--- src/rtl/frac_lut4_ccff_loader_pkg.sv ---
// Shared definitions for the configuration-chain loader: state encoding and sizing helpers.
package frac_lut4_ccff_loader_pkg;

   // Loader FSM encoding
   localparam logic [1:0] StIdle = 2'd0;
   localparam logic [1:0] StLoad = 2'd1;
   localparam logic [1:0] StDone = 2'd2;

   // Number of bitstream words needed to cover a chain of chain_len bits
   function automatic int unsigned ccff_nwords(input int unsigned chain_len,
                                               input int unsigned data_w);
      return (chain_len + data_w - 1) / data_w;
   endfunction

   // Width of a counter that must reach max_val without wrapping
   function automatic int unsigned ccff_cnt_w(input int unsigned max_val);
      return (max_val == 0) ? 1 : $clog2(max_val + 1);
   endfunction

endpackage

--- src/rtl/frac_lut4_ccff_serializer.sv ---
// Word-to-bit serializer: one holding register feeding one right-shifting register.
module frac_lut4_ccff_serializer
   import frac_lut4_ccff_loader_pkg::*;
#(
   parameter int unsigned DATA_W = 8
) (
   input  logic              prog_clk,
   input  logic              prog_reset_n,
   input  logic              clear,
   input  logic              load_en,
   input  logic [DATA_W-1:0] load_data,
   input  logic              shift,
   output logic              hold_valid,
   output logic              sreg_nonempty,
   output logic              sreg_bit0
);

   localparam int unsigned SCNT_W = ccff_cnt_w(DATA_W);
   localparam logic [SCNT_W-1:0] SCNT_FULL = SCNT_W'(DATA_W);
   localparam logic [SCNT_W-1:0] SCNT_ONE  = SCNT_W'(1);

   logic [DATA_W-1:0] sreg_q, sreg_d;
   logic [SCNT_W-1:0] sreg_cnt_q, sreg_cnt_d;
   logic [DATA_W-1:0] hold_q, hold_d;
   logic              hold_valid_q, hold_valid_d;
   logic              sreg_empty;
   logic              last_bit;
   logic              transfer;

   // Next-state for the shift and holding registers
   always_comb begin
      sreg_empty   = (sreg_cnt_q == '0);
      last_bit     = shift && (sreg_cnt_q == SCNT_ONE);
      // Refill in the same edge the last bit leaves, so a steady stream has no bubble
      transfer     = hold_valid_q && (sreg_empty || last_bit);
      sreg_d       = sreg_q;
      sreg_cnt_d   = sreg_cnt_q;
      hold_d       = hold_q;
      hold_valid_d = hold_valid_q;
      if (clear) begin
         sreg_d       = '0;
         sreg_cnt_d   = '0;
         hold_d       = '0;
         hold_valid_d = 1'b0;
      end else begin
         if (transfer) begin
            sreg_d       = hold_q;
            sreg_cnt_d   = SCNT_FULL;
            hold_valid_d = 1'b0;
         end else if (shift) begin
            sreg_d     = sreg_q >> 1;
            sreg_cnt_d = sreg_cnt_q - SCNT_ONE;
         end
         // load_en is only offered while hold is empty, so it never collides with transfer
         if (load_en) begin
            hold_d       = load_data;
            hold_valid_d = 1'b1;
         end
      end
   end

   // Register update with asynchronous clear
   always_ff @(posedge prog_clk or negedge prog_reset_n) begin
      if (!prog_reset_n) begin
         sreg_q       <= '0;
         sreg_cnt_q   <= '0;
         hold_q       <= '0;
         hold_valid_q <= 1'b0;
      end else begin
         sreg_q       <= sreg_d;
         sreg_cnt_q   <= sreg_cnt_d;
         hold_q       <= hold_d;
         hold_valid_q <= hold_valid_d;
      end
   end

   // Status outputs
   always_comb begin
      hold_valid    = hold_valid_q;
      sreg_nonempty = (sreg_cnt_q != '0);
      sreg_bit0     = sreg_q[0];
   end

endmodule

--- src/rtl/frac_lut4_ccff_loader.sv ---
// Loads a bitstream into an external configuration flip-flop chain, one bit per shift cycle.
module frac_lut4_ccff_loader
   import frac_lut4_ccff_loader_pkg::*;
#(
   parameter int unsigned CHAIN_LEN = 17,
   parameter int unsigned DATA_W    = 8
) (
   input  logic              prog_clk,
   input  logic              prog_reset_n,
   input  logic              start,
   input  logic              word_valid,
   input  logic [DATA_W-1:0] word_data,
   output logic              word_ready,
   output logic              ccff_head,
   output logic              ccff_shift_en,
   input  logic              ccff_tail,
   output logic              busy,
   output logic              done,
   output logic              tail_parity
);

   localparam int unsigned NWORDS = ccff_nwords(CHAIN_LEN, DATA_W);
   localparam int unsigned BCNT_W = ccff_cnt_w(CHAIN_LEN);
   localparam int unsigned WCNT_W = ccff_cnt_w(NWORDS);

   localparam logic [BCNT_W-1:0] BITS_TOTAL  = BCNT_W'(CHAIN_LEN);
   localparam logic [BCNT_W-1:0] BITS_LAST   = BCNT_W'(CHAIN_LEN - 1);
   localparam logic [BCNT_W-1:0] BITS_ONE    = BCNT_W'(1);
   localparam logic [WCNT_W-1:0] WORDS_TOTAL = WCNT_W'(NWORDS);
   localparam logic [WCNT_W-1:0] WORDS_ONE   = WCNT_W'(1);

   logic [1:0]        state_q, state_d;
   logic [BCNT_W-1:0] bit_cnt_q, bit_cnt_d;
   logic [WCNT_W-1:0] word_cnt_q, word_cnt_d;
   logic              parity_q, parity_d;

   logic in_load;
   logic clear;
   logic word_accept;
   logic hold_valid;
   logic sreg_nonempty;
   logic sreg_bit0;
   logic shift_en;

   // Handshake and chain-drive decode
   always_comb begin
      in_load     = (state_q == StLoad);
      clear       = (state_q == StIdle) && start;
      word_ready  = in_load && !hold_valid && (word_cnt_q < WORDS_TOTAL);
      word_accept = word_valid && word_ready;
      // Underrun simply holds the chain; leftover bits of the last word are never shifted
      shift_en    = in_load && sreg_nonempty && (bit_cnt_q < BITS_TOTAL);
   end

   frac_lut4_ccff_serializer #(
      .DATA_W (DATA_W)
   ) u_serializer (
      .prog_clk      (prog_clk),
      .prog_reset_n  (prog_reset_n),
      .clear         (clear),
      .load_en       (word_accept),
      .load_data     (word_data),
      .shift         (shift_en),
      .hold_valid    (hold_valid),
      .sreg_nonempty (sreg_nonempty),
      .sreg_bit0     (sreg_bit0)
   );

   // FSM, bit/word counters and tail parity next-state
   always_comb begin
      state_d    = state_q;
      bit_cnt_d  = bit_cnt_q;
      word_cnt_d = word_cnt_q;
      parity_d   = parity_q;
      case (state_q)
         StIdle: begin
            if (start) begin
               state_d    = StLoad;
               bit_cnt_d  = '0;
               word_cnt_d = '0;
               parity_d   = 1'b0;
            end
         end
         StLoad: begin
            if (word_accept) begin
               word_cnt_d = word_cnt_q + WORDS_ONE;
            end
            if (shift_en) begin
               bit_cnt_d = bit_cnt_q + BITS_ONE;
               parity_d  = parity_q ^ ccff_tail;
               if (bit_cnt_q == BITS_LAST) begin
                  state_d = StDone;
               end
            end
         end
         StDone: begin
            state_d = StIdle;
         end
         default: begin
            state_d = StIdle;
         end
      endcase
   end

   // State registers with asynchronous active-low reset
   always_ff @(posedge prog_clk or negedge prog_reset_n) begin
      if (!prog_reset_n) begin
         state_q    <= StIdle;
         bit_cnt_q  <= '0;
         word_cnt_q <= '0;
         parity_q   <= 1'b0;
      end else begin
         state_q    <= state_d;
         bit_cnt_q  <= bit_cnt_d;
         word_cnt_q <= word_cnt_d;
         parity_q   <= parity_d;
      end
   end

   // Outputs decoded from registered state so reset clears them immediately
   always_comb begin
      ccff_shift_en = shift_en;
      ccff_head     = shift_en ? sreg_bit0 : 1'b0;
      busy          = (state_q == StLoad) || (state_q == StDone);
      done          = (state_q == StDone);
      tail_parity   = parity_q;
   end

endmodule

--- config.mk ---
export PLATFORM = sky130hd
export DESIGN_NAME = frac_lut4_ccff_loader
export DESIGN_NICKNAME = d
export VERILOG_FILES = /design/src/rtl/frac_lut4_ccff_loader_pkg.sv /design/src/rtl/frac_lut4_ccff_serializer.sv /design/src/rtl/frac_lut4_ccff_loader.sv
export SDC_FILE = /design/constraint.sdc
export NUM_CORES = 1
export LEC_CHECK = 0
export CORE_ASPECT_RATIO = 1.2
export CORE_UTILIZATION = 36
export DETAILED_ROUTE_END_ITERATION = 12
export GPL_TIMING_DRIVEN = 0
export PLACE_DENSITY = 0.56
export SETUP_SLACK_MARGIN = 0.05
export SYNTH_ARGS = -nofsm -noshare
export SYNTH_HDL_FRONTEND = slang
export SYNTH_SLANG_ARGS = --single-unit
--- constraint.sdc ---
create_clock -name prog_clk -period 1.9 [get_ports prog_clk]
set_input_delay 0.38 -clock prog_clk [delete_from_list [all_inputs] [get_ports prog_clk]]
set_output_delay 0.38 -clock prog_clk [all_outputs]
set_load 0.03 [all_outputs]
-- Word level (Yosys, flattened, before mapping)
Index checks and enable logic that the tools add are counted.
- bits in registers: 31
- input port bits: 13
- output and inout port bits: 6
- word-level logic and storage cells: 68
- add/subtract/negate cells: 3
- $lt $le $gt $ge: 2
- equal/unequal tests: 8
- multiplexer cells: 25
- bitwise gates (word level): 1
- reductions and logical operators: 21
- operators by type and width (operator ; number):
    8-bit two-way mux ; 5
    4-bit two-way mux ; 3
    2-bit two-way mux ; 5
    5-bit two-way mux ; 2
    5-bit case mux with 2 select lines ; 1
    3-bit AND reduction ; 3
    1-bit logical AND ; 8
    2-bit case mux with 2 select lines ; 2
    1-bit two-way mux ; 6
    2-bit by 1-bit != test with 1-bit output, second input constant ; 3
    3-bit nonzero test ; 2
    5-bit by 1-bit adder with 5-bit output, second input constant ; 1
    5-bit equality test, second input constant ; 1
    5-bit less-than comparator, second input constant ; 1
    4-bit by 1-bit equality test with 1-bit output, second input constant ; 1
    4-bit zero test ; 1
    2-bit nonzero test ; 2
    4-bit nonzero test ; 1
    4-bit by 1-bit subtractor with 4-bit output, second input constant ; 1
    2-bit by 1-bit adder with 2-bit output, second input constant ; 1
    2-bit by 1-bit equality test with 1-bit output, second input constant ; 1
    2-bit equality test, second input constant ; 1
    2-bit zero test ; 1
    1-bit logical OR ; 2
    other kinds (5) ; 5

-- Longest topological paths before layout
- word-level depth: 9
- depth in mapped cells: 8
- gate-level depth less buffers: 6

-- Hierarchy
A second synthesis with hierarchy kept.
- cell total of the unflattened synthesis: 164
- area, all modules: 1757.9 um^2
- by module, submodules not included (module ; times used ; cells each ; area an instance (um^2) ; sequential area each (um^2)):
    frac_lut4_ccff_serializer ; 1 ; 94 ; 1074.8 ; 525.5
    frac_lut4_ccff_loader ; 1 ; 70 ; 683.2 ; 250.2

-- Worst setup path before layout
Ideal clock, no wire load.
- path kind: reg2out
- start point: register state_q[1]
- end point: output word_ready
- arrival time: 1.775 ns
- slack: -0.255 ns
- cell stages (with the launch flop): 6
- buffers on the path: 1
- cells stage by stage: dfrtp_1 -> inv_1 -> ha_1 -> clkbuf_1 -> inv_1 -> nor3_1
- longest elaborated chain between the ends: 3
- ends and longest elaborated chain (element ; RTL line ; source):
    from (decl) ; frac_lut4_ccff_loader.sv:32 ; logic [1:0] state_q, state_d;
    from (signal assigned) ; frac_lut4_ccff_loader.sv:108 ; state_q <= StIdle;
    from (signal assigned) ; frac_lut4_ccff_loader.sv:113 ; state_q <= state_d;
    2-bit by 1-bit equality test with 1-bit output ; frac_lut4_ccff_loader.sv:47 ; in_load = (state_q == StLoad);
    1-bit logical AND (2 in a row) ; frac_lut4_ccff_loader.sv:49 ; word_ready = in_load && !hold_valid && (word_cnt_q < WORDS_TOTAL);
    to (decl) ; frac_lut4_ccff_loader.sv:13 ; output logic word_ready,
Every way passes these cells.

-- Worst setup path in the final report
- start point: register u_serializer.sreg_cnt_q[0]
- end point: output ccff_head
- longest elaborated chain between the ends: 4
- ends and longest elaborated chain (element ; RTL line ; source):
    from (decl) ; frac_lut4_ccff_serializer.sv:23 ; logic [SCNT_W-1:0] sreg_cnt_q, sreg_cnt_d;
    from (signal assigned) ; frac_lut4_ccff_serializer.sv:71 ; sreg_cnt_q <= sreg_cnt_d;
    4-bit nonzero test ; frac_lut4_ccff_serializer.sv:80 ; sreg_nonempty = (sreg_cnt_q != '0);
    1-bit logical AND (2 in a row) ; frac_lut4_ccff_loader.sv:52 ; shift_en = in_load && sreg_nonempty && (bit_cnt_q < BITS_TOTAL);
    1-bit two-way mux ; frac_lut4_ccff_loader.sv:123 ; ccff_head = shift_en ? sreg_bit0 : 1'b0;
    to (decl) ; frac_lut4_ccff_loader.sv:14 ; output logic ccff_head,
Every way passes these cells.

==> metrics.txt <==
GRT Overall Usage 0.191; PortBufs 18; root buffer selected by CTS clkbuf_8; Post-synth top flop dfrtp_1; Ant. Diodes 0; share of layout cells above drive strength 1 0.379; worst-margin pin slew 0.714 ns; slowest stage delay, CP 0.39 ns; Skew-Pair Late Insertion Delay 0.28 ns; gpl congestion 0.848; Die H 79.8 um; global-route met1 utilization 0.227; Die W 66.9 um; initial core utilization 0.384; TNS Setup -1.01 ns; NetSw 1.89 mW; worst path bufs/invs 2; Area contributors post-synth dfrtp_1 (43%), ha_1 (7.6%), mux2i_1 (5.5%); P_leak 1.13 nW; Row Count 27; Post-synth top cells dfrtp_1 (31), nand2_1 (23), a21oi_1 (17); most common cell in the netlist dfrtp_1; CTS sink cnt 31; Mapped Avg Cell Area 9.67 um2; Remaining Overflow, GRT 0; Worst EP arrival 1.74 ns; vias in the first global route 1618; CP required 1.52 ns; Synth area leader dfrtp_1; skew final 0.00695 ns; Worst IR Drop VDD 0.554 mV; CP max stage cell dfrtp_1; Setup crit end kind output pin; GR Util met2 0.331; status finished with violations; Clock power frac 0.118; placed cell count 264; most utilized layer in the global route result met2; final worst setup slack -0.216 ns; Clock transition at path regs 0.07 ns; internal power 2.62 mW; CTS buffer count 5; relative slew slack 0.524; Synth Net Count 212; CP startpoint kind register; final net count 264; Flop pwr share 0.260; max-slew violations 0; Via-to-Cell Ratio 5.36; Seq/Total Area, Yosys 0.427; post-route ant nets 0; die area 5340 um2; Hold WC Path Type in -> async; Post-synth ARST share 1.00; Sw Share 0.419; CP delay by family, top simple AND/OR/NAND/NOR gates; mapped cell area 1820 um2; synth unique cells 44; CP Class reg -> out; TritonCTS clock tree yes; Detailed Place HPWL 2.94 mm; WHS 0.143 ns; Non-Filler Instances 298; Synth top area share 0.427; routed vias 1596; number of detailed-routing iterations run before antenna repair 4; critical-path cell list inv_2, ha_4, or3b_4, and2_4, and3_4, buf_6; 1st-iter DRT viols 147; Fillers 415; PwrDens 1740 nW/um2; RSZ-0062 raised after global routing yes; Core Footprint 4730 um2; Residual DRC 0; Max Cap Viol 0; flops & latches, synth 31; first-pass GRT wire length 7.64 mm; r2r worst-path depth 9; initial antenna violation count 0; post-layout util 0.547; clock tree buffer depth 2; Area Overhead vs Synth 42.4%; Final period util 1.11; num ports 19; drt total wl 4.61 mm; GR Util met3 0.0443; f_max 473 MHz; Synthesis Warnings 0; critical path depth 6; crit path time final 2.12 ns; Setup Viol. Count Final 12; Comb pwr share 0.622; Mapped Cells 188; WL/cell 15.5 um; CP Max Fanout 3; failing checks setup timing; H-tree depth 2; overall power 4.51 mW; largest net degree at the start of global routing 32; Final Hold Viols 0; number of synthesized flops with an enable pin 0
## layout by cell type (no fill, tap or decap), types with 5 or more instances in the layout
cell / n
inv_1: 6
nor2_1: 6
o21ai_0: 5
a21oi_1: 17
buf_6: 5
ha_1: 9
mux2i_1: 8
clkbuf_8: 6
nand2_1: 22
a21oi_2: 7
buf_4: 28
dfrtp_2: 6
dfrtp_1: 25
clkdlybuf4s50_1: 12
## through the flow
step	instance area, um2	worst slack (ns)
after CTS	2480	-0.316
after detailed placement	2120	-0.892
after global placement	2120	-0.846
final	2590	-0.216
after floorplan	1870	0.0484
after global routing	2590	-0.260
## power by group through the flow
| stage | Clock (mW) | Sequential, mW | Combinational [mW] |
|---|---|---|---|
| 3_5_place_dp | 0 | 1.16 | 2.01 |
| 4_1_cts | 0.545 | 1.16 | 2.52 |
| 3_3_place_gp | 0 | 1.14 | 1.94 |
| 5_1_grt | 0.576 | 1.22 | 3.04 |
| 2_1_floorplan | 0 | 1.12 | 1.51 |
| 6_report | 0.531 | 1.18 | 2.81 |
## path summary, 6_finish.rpt
kind	start	slack (ns)	endpoint
worst max-delay path	u_serializer.sreg_cnt_q[0]	-0.22	ccff_head
worst min-delay path	prog_reset_n	0.14	word_cnt_q[1]
worst max register to register	u_serializer.sreg_cnt_q[0]	-0.11	u_serializer.sreg_q[4]
worst min register to register	u_serializer.hold_q[7]	0.52	u_serializer.sreg_q[7]
max in group asynchronous	prog_reset_n	1.26	u_serializer.hold_valid
min in group prog_clk	u_serializer.hold_q[7]	0.52	u_serializer.sreg_q[7]
## layer usage
layer  vias to the layer above  part of all wire  wire length [um]
li1                        774                 -                 -
met1                       772              0.42              1920
met2                        40              0.53              2430
met3                        10             0.035               161
met4                         0             0.021                95
met5                         -                 0                 0
## worst register-to-register path, stage by stage, from the launching register on
cell and delay, ns:
dfrtp_1 0.39, inv_2 0.08, ha_4 0.13, or3b_4 0.39
buf_4 0.17, buf_4 0.15, a31o_4 0.27, buf_12 0.15
o21ai_2 0.13, a21oi_2 0.05
## sequential cells by signal, summed over array words and instances, names as in the netlist
signal                   count
u_serializer.hold_q          8
u_serializer.sreg_q          8
bit_cnt_q                    5
u_serializer.sreg_cnt_q      4
state_q                      2
word_cnt_q                   2
tail_parity                  1
u_serializer.hold_valid      1
## timing repair
action / CTS / global route
pin swaps: 11 / 2
resized for setup: 56 / 21
buffers inserted: 20 / 7
endpoints found under the setup margin: 36 / 26
hold buffers: 0 / 0
gates cloned: 1 / 1
## cell type report
type	count	area, um2	share of cell area
clock buffers	6	82.6	0.0319
repair buffers	47	412	0.159
multi-input cells	138	1110	0.429
well taps	58	72.6	0.0280
flip-flops and latches	31	783	0.303
plain buffers	7	81.3	0.0314
inverters	10	41.3	0.0159
clock inverters	1	5.00	0.00193
## cells by family (layout without fill, tap and decap cells)
family,count (synthesis),after routing,synth area share
AND/OR/NAND/NOR,60,60,0.176
AO/OA/AOI/OAI,53,53,0.200
XOR/XNOR,2,2,0.00964
flip-flops,31,31,0.427
adder cells (fa/ha/maj),11,11,0.0757
buffers and inverters,19,71,0.0440
multiplexers,12,12,0.0674
Power figures use the tool's default switching activity.
